### src/rtl/regs_mp_pkg.sv
// Shared limits and bus-slicing helpers for the regs_mp register file.
// Combinational helpers only; no timing or flow-control content.
package regs_mp_pkg;

    localparam int MAX_NR = 4;
    localparam int MAX_NW = 2;

    // Low bit of port 'idx' in a flattened bus of 'w'-bit fields.
    function automatic int slice_lo(input int idx, input int w);
        return idx * w;
    endfunction

    function automatic bit is_pow2(input int n);
        return (n >= 2) && ((n & (n - 1)) == 0);
    endfunction

endpackage

### src/rtl/regs_mp_if.sv
// Decode/writeback-facing bus of regs_mp: read ports, write ports, reserve and scoreboard view.
// No handshaking; every request is taken on the edge it is presented.
interface regs_mp_if #(
    parameter int DW    = 16,
    parameter int DEPTH = 16,
    parameter int NR    = 2,
    parameter int NW    = 1
);
    localparam int AW = $clog2(DEPTH);

    logic [NR-1:0]    ren;
    logic [NR*AW-1:0] raddr;
    logic [NR*DW-1:0] rdata;
    logic [NR-1:0]    rvalid;
    logic [NR-1:0]    rbusy;
    logic [NW-1:0]    wen;
    logic [NW*AW-1:0] waddr;
    logic [NW*DW-1:0] wdata;
    logic             rsv_en;
    logic [AW-1:0]    rsv_addr;
    logic [DEPTH-1:0] busy_vec;

    modport master (
        output ren, raddr, wen, waddr, wdata, rsv_en, rsv_addr,
        input  rdata, rvalid, rbusy, busy_vec
    );

    modport slave (
        input  ren, raddr, wen, waddr, wdata, rsv_en, rsv_addr,
        output rdata, rvalid, rbusy, busy_vec
    );

endinterface

### src/rtl/regs_mp_wmerge.sv
// Resolves NW write ports against one address into a hit flag and winning data (highest port wins).
// Purely combinational; no backpressure.
module regs_mp_wmerge
    import regs_mp_pkg::*;
#(
    parameter int DW = 16,
    parameter int AW = 4,
    parameter int NW = 1
) (
    input  logic [AW-1:0]    addr_i,
    input  logic [NW-1:0]    wen_i,
    input  logic [NW*AW-1:0] waddr_i,
    input  logic [NW*DW-1:0] wdata_i,
    output logic             hit_o,
    output logic [DW-1:0]    dat_o
);

    // Ascending scan: a later matching port overrides an earlier one.
    always_comb begin
        hit_o = 1'b0;
        dat_o = '0;
        for (int j = 0; j < NW; j++) begin
            if (wen_i[j] && (waddr_i[slice_lo(j, AW) +: AW] == addr_i)) begin
                hit_o = 1'b1;
                dat_o = wdata_i[slice_lo(j, DW) +: DW];
            end
        end
    end

endmodule

### src/rtl/regs_mp.sv
// regs_mp: NR-read/NW-write register file with busy scoreboard; REGS_MP_BYPASS_EN adds write-to-read bypass.
// Reads return one cycle after ren; no backpressure, every request is accepted every cycle.
module regs_mp
    import regs_mp_pkg::*;
#(
    parameter int DW       = 16,
    parameter int DEPTH    = 16,
    parameter int NR       = 2,
    parameter int NW       = 1,
    parameter int ZERO_REG = 0
) (
    input logic       clk,
    input logic       rst_n,
    regs_mp_if.slave  bus
);

    localparam int AW = $clog2(DEPTH);
    localparam bit ZR = (ZERO_REG != 0);

    if (NR < 1 || NR > MAX_NR) begin : g_bad_nr
        $error("regs_mp: NR out of range");
    end
    if (NW < 1 || NW > MAX_NW) begin : g_bad_nw
        $error("regs_mp: NW out of range");
    end
    if (!is_pow2(DEPTH)) begin : g_bad_depth
        $error("regs_mp: DEPTH must be a power of two >= 2");
    end

    logic [DW-1:0]    mem_q   [DEPTH];
    logic [DW-1:0]    mem_d   [DEPTH];
    logic [DW-1:0]    ent_dat [DEPTH];
    logic [DEPTH-1:0] ent_hit;
    logic [DEPTH-1:0] busy_q;
    logic [DEPTH-1:0] busy_d;

    for (genvar e = 0; e < DEPTH; e++) begin : g_ent
        localparam logic [AW-1:0] EADDR = AW'(e);
        localparam bit            ZENT  = ZR && (e == 0);

        regs_mp_wmerge #(.DW(DW), .AW(AW), .NW(NW)) u_wmerge (
            .addr_i  (EADDR),
            .wen_i   (bus.wen),
            .waddr_i (bus.waddr),
            .wdata_i (bus.wdata),
            .hit_o   (ent_hit[e]),
            .dat_o   (ent_dat[e])
        );

        assign mem_d[e]  = ZENT ? '0 : (ent_hit[e] ? ent_dat[e] : mem_q[e]);
        // Clear on write, then set on reserve: a new producer outranks the retiring one.
        assign busy_d[e] = ZENT ? 1'b0
                         : ((busy_q[e] & ~ent_hit[e]) | (bus.rsv_en && (bus.rsv_addr == EADDR)));
    end

    always_ff @(posedge clk or negedge rst_n) begin
        if (!rst_n) begin
            for (int k = 0; k < DEPTH; k++) mem_q[k] <= '0;
            busy_q <= '0;
        end else begin
            for (int k = 0; k < DEPTH; k++) mem_q[k] <= mem_d[k];
            busy_q <= busy_d;
        end
    end

    logic [DW-1:0] rdata_d [NR];
    logic [DW-1:0] rdata_q [NR];
    logic [NR-1:0] rbusy_d;
    logic [NR-1:0] rbusy_q;
    logic [NR-1:0] rvalid_q;

    for (genvar i = 0; i < NR; i++) begin : g_rd
        logic [AW-1:0] ra;
        logic          zhit;

        assign ra   = bus.raddr[slice_lo(i, AW) +: AW];
        assign zhit = ZR && (ra == '0);

`ifdef REGS_MP_BYPASS_EN
        logic          byp_hit;
        logic [DW-1:0] byp_dat;

        regs_mp_wmerge #(.DW(DW), .AW(AW), .NW(NW)) u_byp (
            .addr_i  (ra),
            .wen_i   (bus.wen),
            .waddr_i (bus.waddr),
            .wdata_i (bus.wdata),
            .hit_o   (byp_hit),
            .dat_o   (byp_dat)
        );

        assign rdata_d[i] = zhit ? '0 : (byp_hit ? byp_dat : mem_q[ra]);
        assign rbusy_d[i] = zhit ? 1'b0 : busy_d[ra];
`else
        assign rdata_d[i] = zhit ? '0 : mem_q[ra];
        assign rbusy_d[i] = zhit ? 1'b0 : busy_q[ra];
`endif

        assign bus.rdata[slice_lo(i, DW) +: DW] = rdata_q[i];
    end

    always_ff @(posedge clk or negedge rst_n) begin
        if (!rst_n) begin
            for (int k = 0; k < NR; k++) rdata_q[k] <= '0;
            rbusy_q  <= '0;
            rvalid_q <= '0;
        end else begin
            rvalid_q <= bus.ren;
            for (int k = 0; k < NR; k++) begin
                if (bus.ren[k]) begin
                    rdata_q[k] <= rdata_d[k];
                    rbusy_q[k] <= rbusy_d[k];
                end
            end
        end
    end

    assign bus.rvalid   = rvalid_q;
    assign bus.rbusy    = rbusy_q;
    assign bus.busy_vec = busy_q;

endmodule

### src/flat_wrapper.sv
// flat-port wrapper written by rule: the top's interface ports become plain ports
module regs_mp_flat import regs_mp_pkg::*;
#(
    parameter int DW       = 16,
    parameter int DEPTH    = 16,
    parameter int NR       = 2,
    parameter int NW       = 1,
    parameter int ZERO_REG = 0
)
  (clk, rst_n, bus_ren, bus_raddr, bus_wen, bus_waddr, bus_wdata, bus_rsv_en, bus_rsv_addr, bus_rdata, bus_rvalid, bus_rbusy, bus_busy_vec);
  regs_mp_if #(.DW(DW), .DEPTH(DEPTH), .NR(NR), .NW(NW)) bus_i ();
  input logic clk;
  input logic rst_n;
  input wire logic [$bits(bus_i.ren)-1:0] bus_ren;
  input wire logic [$bits(bus_i.raddr)-1:0] bus_raddr;
  input wire logic [$bits(bus_i.wen)-1:0] bus_wen;
  input wire logic [$bits(bus_i.waddr)-1:0] bus_waddr;
  input wire logic [$bits(bus_i.wdata)-1:0] bus_wdata;
  input wire logic [$bits(bus_i.rsv_en)-1:0] bus_rsv_en;
  input wire logic [$bits(bus_i.rsv_addr)-1:0] bus_rsv_addr;
  output wire logic [$bits(bus_i.rdata)-1:0] bus_rdata;
  output wire logic [$bits(bus_i.rvalid)-1:0] bus_rvalid;
  output wire logic [$bits(bus_i.rbusy)-1:0] bus_rbusy;
  output wire logic [$bits(bus_i.busy_vec)-1:0] bus_busy_vec;
  assign bus_i.ren = bus_ren;
  assign bus_i.raddr = bus_raddr;
  assign bus_i.wen = bus_wen;
  assign bus_i.waddr = bus_waddr;
  assign bus_i.wdata = bus_wdata;
  assign bus_i.rsv_en = bus_rsv_en;
  assign bus_i.rsv_addr = bus_rsv_addr;
  assign bus_rdata = bus_i.rdata;
  assign bus_rvalid = bus_i.rvalid;
  assign bus_rbusy = bus_i.rbusy;
  assign bus_busy_vec = bus_i.busy_vec;
  regs_mp #(.DW(DW), .DEPTH(DEPTH), .NR(NR), .NW(NW), .ZERO_REG(ZERO_REG)) u_core (.clk(clk), .rst_n(rst_n), .bus(bus_i));
endmodule
### config.mk
export PLATFORM = sky130hd
export DESIGN_NAME = regs_mp_flat
export DESIGN_NICKNAME = d
export VERILOG_FILES = /design/src/rtl/regs_mp_pkg.sv /design/src/rtl/regs_mp_if.sv /design/src/rtl/regs_mp_wmerge.sv /design/src/rtl/regs_mp.sv /design/src/flat_wrapper.sv
export SDC_FILE = /design/constraint.sdc
export NUM_CORES = 1
export LEC_CHECK = 0
export ABC_CLOCK_PERIOD_IN_PS = 3800
export CAP_MARGIN = 5
export CELL_PAD_IN_SITES_DETAIL_PLACEMENT = 1
export CELL_PAD_IN_SITES_GLOBAL_PLACEMENT = 1
export CORE_MARGIN = 1.5
export CORE_UTILIZATION = 55
export CTS_CLUSTER_DIAMETER = 200
export DETAILED_ROUTE_END_ITERATION = 10
export GPL_TIMING_DRIVEN = 0
export MAX_ROUTING_LAYER = met4
export PLACE_DENSITY_LB_ADDON = 0.1
export SYNTH_ARGS = -nofsm -noshare
export SYNTH_HDL_FRONTEND = slang
export SYNTH_SLANG_ARGS = --single-unit
### constraint.sdc
create_clock -name clk -period 3.8 [get_ports clk]
set_input_delay 1.14 -clock clk [delete_from_list [all_inputs] [get_ports clk]]
set_output_delay 1.14 -clock clk [all_outputs]
set_load 0.05 [all_outputs]
==> flow_summary.ini <==
[yosys]
ys_async_sr_fraction = 1.00
synth_fp_nets = 1041
synth_top_area_cell = dfrtp_1
synth_most_common_cell = dfrtp_1
synth_edf_count = 0
synth-seq-cells = 308
synthCells = 1003
synth_common_cells = dfrtp_1, mux2_2, mux4_2
synth_warnings = 0
synth_top_area_share = 0.492
netlist_area_um2 = 15700
synth_cell_types = 33
synth_ff_type = dfrtp_1
ys_seq_area_frac = 0.492
syn_avg_cell_area_um2 = 15.6
yosys-top-cells-area = dfrtp_1, mux4_2, mux2_2

[hold_path]
min-delay-start = u_core.mem_q[7]$_DFFE_PN0P_
hp-class = register to register
hold_depth = 1
min_to = u_core.mem_q[7]$_DFFE_PN0P_

[clocking]
clk_pin_slew_ns = 0.06
cts_sinks = 308
cts_root_buf = clkbuf_16
cts_max_level = 2
cts_setup_buffers = 0
clk_latency_ns = 0.52
numCtsBuffers = 36
clk_path_buf_depth = 3
cts_resized = 0
tritoncts = built
cts_hold_buf = 0

[die]
rows = 61
io_pins = 90
coreArea_um2 = 27900
dieArea_um2 = 29500
dieHeight_um = 172
initial_core_util = 0.561
chipWidth_um = 172

[setup_path]
rr_worst_depth = 3
crit_path_max_incr_delay_ns = 0.77
required_ns = 4.14
endpoint_kind = register
arrival_ns = 3.99
timing.rr.end = u_core.bus.rbusy[1]$_DFFE_PN0P_
slowest_stage = clkbuf_1
worst_path_most_repeated_cell = clkbuf_1
path_delay_family = buffers and inverters
cp_num_buf_inv = 4
reg2reg_from = u_core.bus.busy_vec[3]$_DFF_PN0_
r2r_slack_ns = 2.32
start_kind = input port
path_class = input port to register
path_max_fanout = 10
path_cells = clkdlybuf4s50_1 > clkbuf_1 > and2_1 > buf_1 > clkbuf_1 > a221oi_1

[grt]
grt_pass1_wl_um = 78600
grt_max_degree = 126
grt_overflow = 0
grtUsageTotal = 0.394
grt_pass1_vias = 11600
grt_antenna_before_repair = 0

[cells_and_area]
fill_cells = 2559
ff_latch_area_um2 = 7710
syn2layout_area_growth_pct = 15.9
multi_input_area_um2 = 7470
num-nets-final = 1161
n_antenna_cell = 0
stdcell_count = 1527
layout-drive-gt1-share = 0.452

[routing]
drc = 0
drtAntennaViolNets = 0
vias = 10900
wire_per_inst_um = 35.1
drt_iter0_markers = 1398
routed_via_density = 7.12
postRouteWirelength_um = 53600
first_pass_iters = 5

[sta]
grt_setup_unrepaired = no
timing_worst_slew_pin_value_ns = 1.39
max_slew_margin = 0.0701
period_needed_ns = 3.65
final_max_slew_viol_count = 0
fin_ws_ns = 0.155
period_share = 0.959
max_freq_mhz = 274
hold_viol_final = 0
finalClockSkew_ns = 0.00912
finalSetupViolations = 0

[power]
leakage_nw = 7.60
pwr-share-clk = 0.317
seqPwrFrac = 0.430
power_density_nw_per_um2 = 601
combinationalPowerShare = 0.254
p_sw_mw = 3.34
peakVddDrop_mv = 0.413
swShare = 0.306
internal-power_mw = 7.57

[place]
hpwl_um = 33000
dp.cells = 1463
portBuffers = 80
gp_congestion = 0.893
dp_worst_setup_slack_ns = -0.202

[run]
drv_cap = 0

[outcome]
outcome = complete, no violations
## per-layer routing
layer / share of wire / up-vias / track usage
li1: - / 4170 / -
met2: 0.45 / 678 / 0.577
met1: 0.40 / 5859 / 0.527
met3: 0.098 / 171 / 0.0950
met4: 0.046 / 0 / 0.173
met5: 0 / - / -
## cell type report
type                            instances  share of cell area
Buffer                                 98              0.0267
Clock inverter                         13             0.00647
Sequential cell                       308               0.424
Tap cell                              378              0.0260
Multi-Input combinational cell        594               0.411
Inverter                                3            0.000620
Clock buffer                           51              0.0577
Timing Repair Buffer                   82              0.0474
## state kept, by name (all words and copies together) (netlist names)
name	cells
u_core.bus.busy_vec	16
u_core.bus.rbusy	2
u_core.bus.rdata	32
u_core.bus.rvalid	2
u_core.mem_q	256
## how the worst max path moves through the flow
stage                  from                                to  slack, ns  cells after the start
4_1_cts          bus_ren[1]  u_core.bus.rdata[26]$_DFFE_PN0P_       0.24                      6
2_1_floorplan  bus_raddr[1]  u_core.bus.rdata[12]$_DFFE_PN0P_       1.27                      6
5_1_grt          bus_ren[1]  u_core.bus.rdata[25]$_DFFE_PN0P_       0.13                      6
3_5_place_dp     bus_ren[1]  u_core.bus.rdata[26]$_DFFE_PN0P_      -0.20                      6
3_3_place_gp          rst_n      u_core.mem_q[71]$_DFFE_PN0P_     -11.79                      1
6_report         bus_ren[1]  u_core.bus.rdata[26]$_DFFE_PN0P_       0.15                      6
## power by group through the flow
stage / logic, mW / clock network, mW / registers (mW)
floorplan: 1.62 / 0 / 4.84
global route: 2.91 / 3.58 / 4.77
detailed placement: 2.72 / 0 / 4.68
global placement: 2.62 / 0 / 4.63
finish: 2.77 / 3.46 / 4.69
CTS: 2.76 / 3.47 / 4.65
## placed cells by master, fill, tap and decap left out, types with 4 or more instances in the layout
cell,synthesis,final
clkbuf_16,0,37
nand2_1,4,4
clkdlybuf4s50_1,0,79
buf_4,7,7
mux2i_1,34,34
dfrtp_1,308,308
buf_2,37,37
clkbuf_1,41,48
mux2_2,229,229
mux4_2,136,136
o22ai_1,34,34
clkinv_2,0,10
mux2_4,27,27
nor2_2,9,9
a221oi_1,34,34
nand2b_1,5,5
nor2_1,35,35
clkbuf_8,0,7
buf_6,6,6
buf_1,7,7
o21ai_0,19,19
## through the flow
step,instance area [um2],hold WS [ns],TNS (ns),utilization,power (mW)
global route,18200,0.548,0,0.651,11.3
floorplan,15700,0.491,0,-,6.46
CTS,18200,0.529,0,0.651,10.9
detailed placement,17000,0.515,-1.88,0.609,7.40
finish,18200,0.527,0,0.651,10.9
global placement,16900,0.504,-3625.32,0.607,7.25
## cells by family (layout without fill, tap and decap cells)
family,Yosys count,count (layout),share of synthesized area
multiplexers,426,426,0.407
AND/OR/NAND/NOR,75,75,0.0271
AO/OA/AOI/OAI,93,93,0.0420
buffers and inverters,101,247,0.0317
flip-flops,308,308,0.492
No activity file was read; power rests on OpenSTA's default activity.
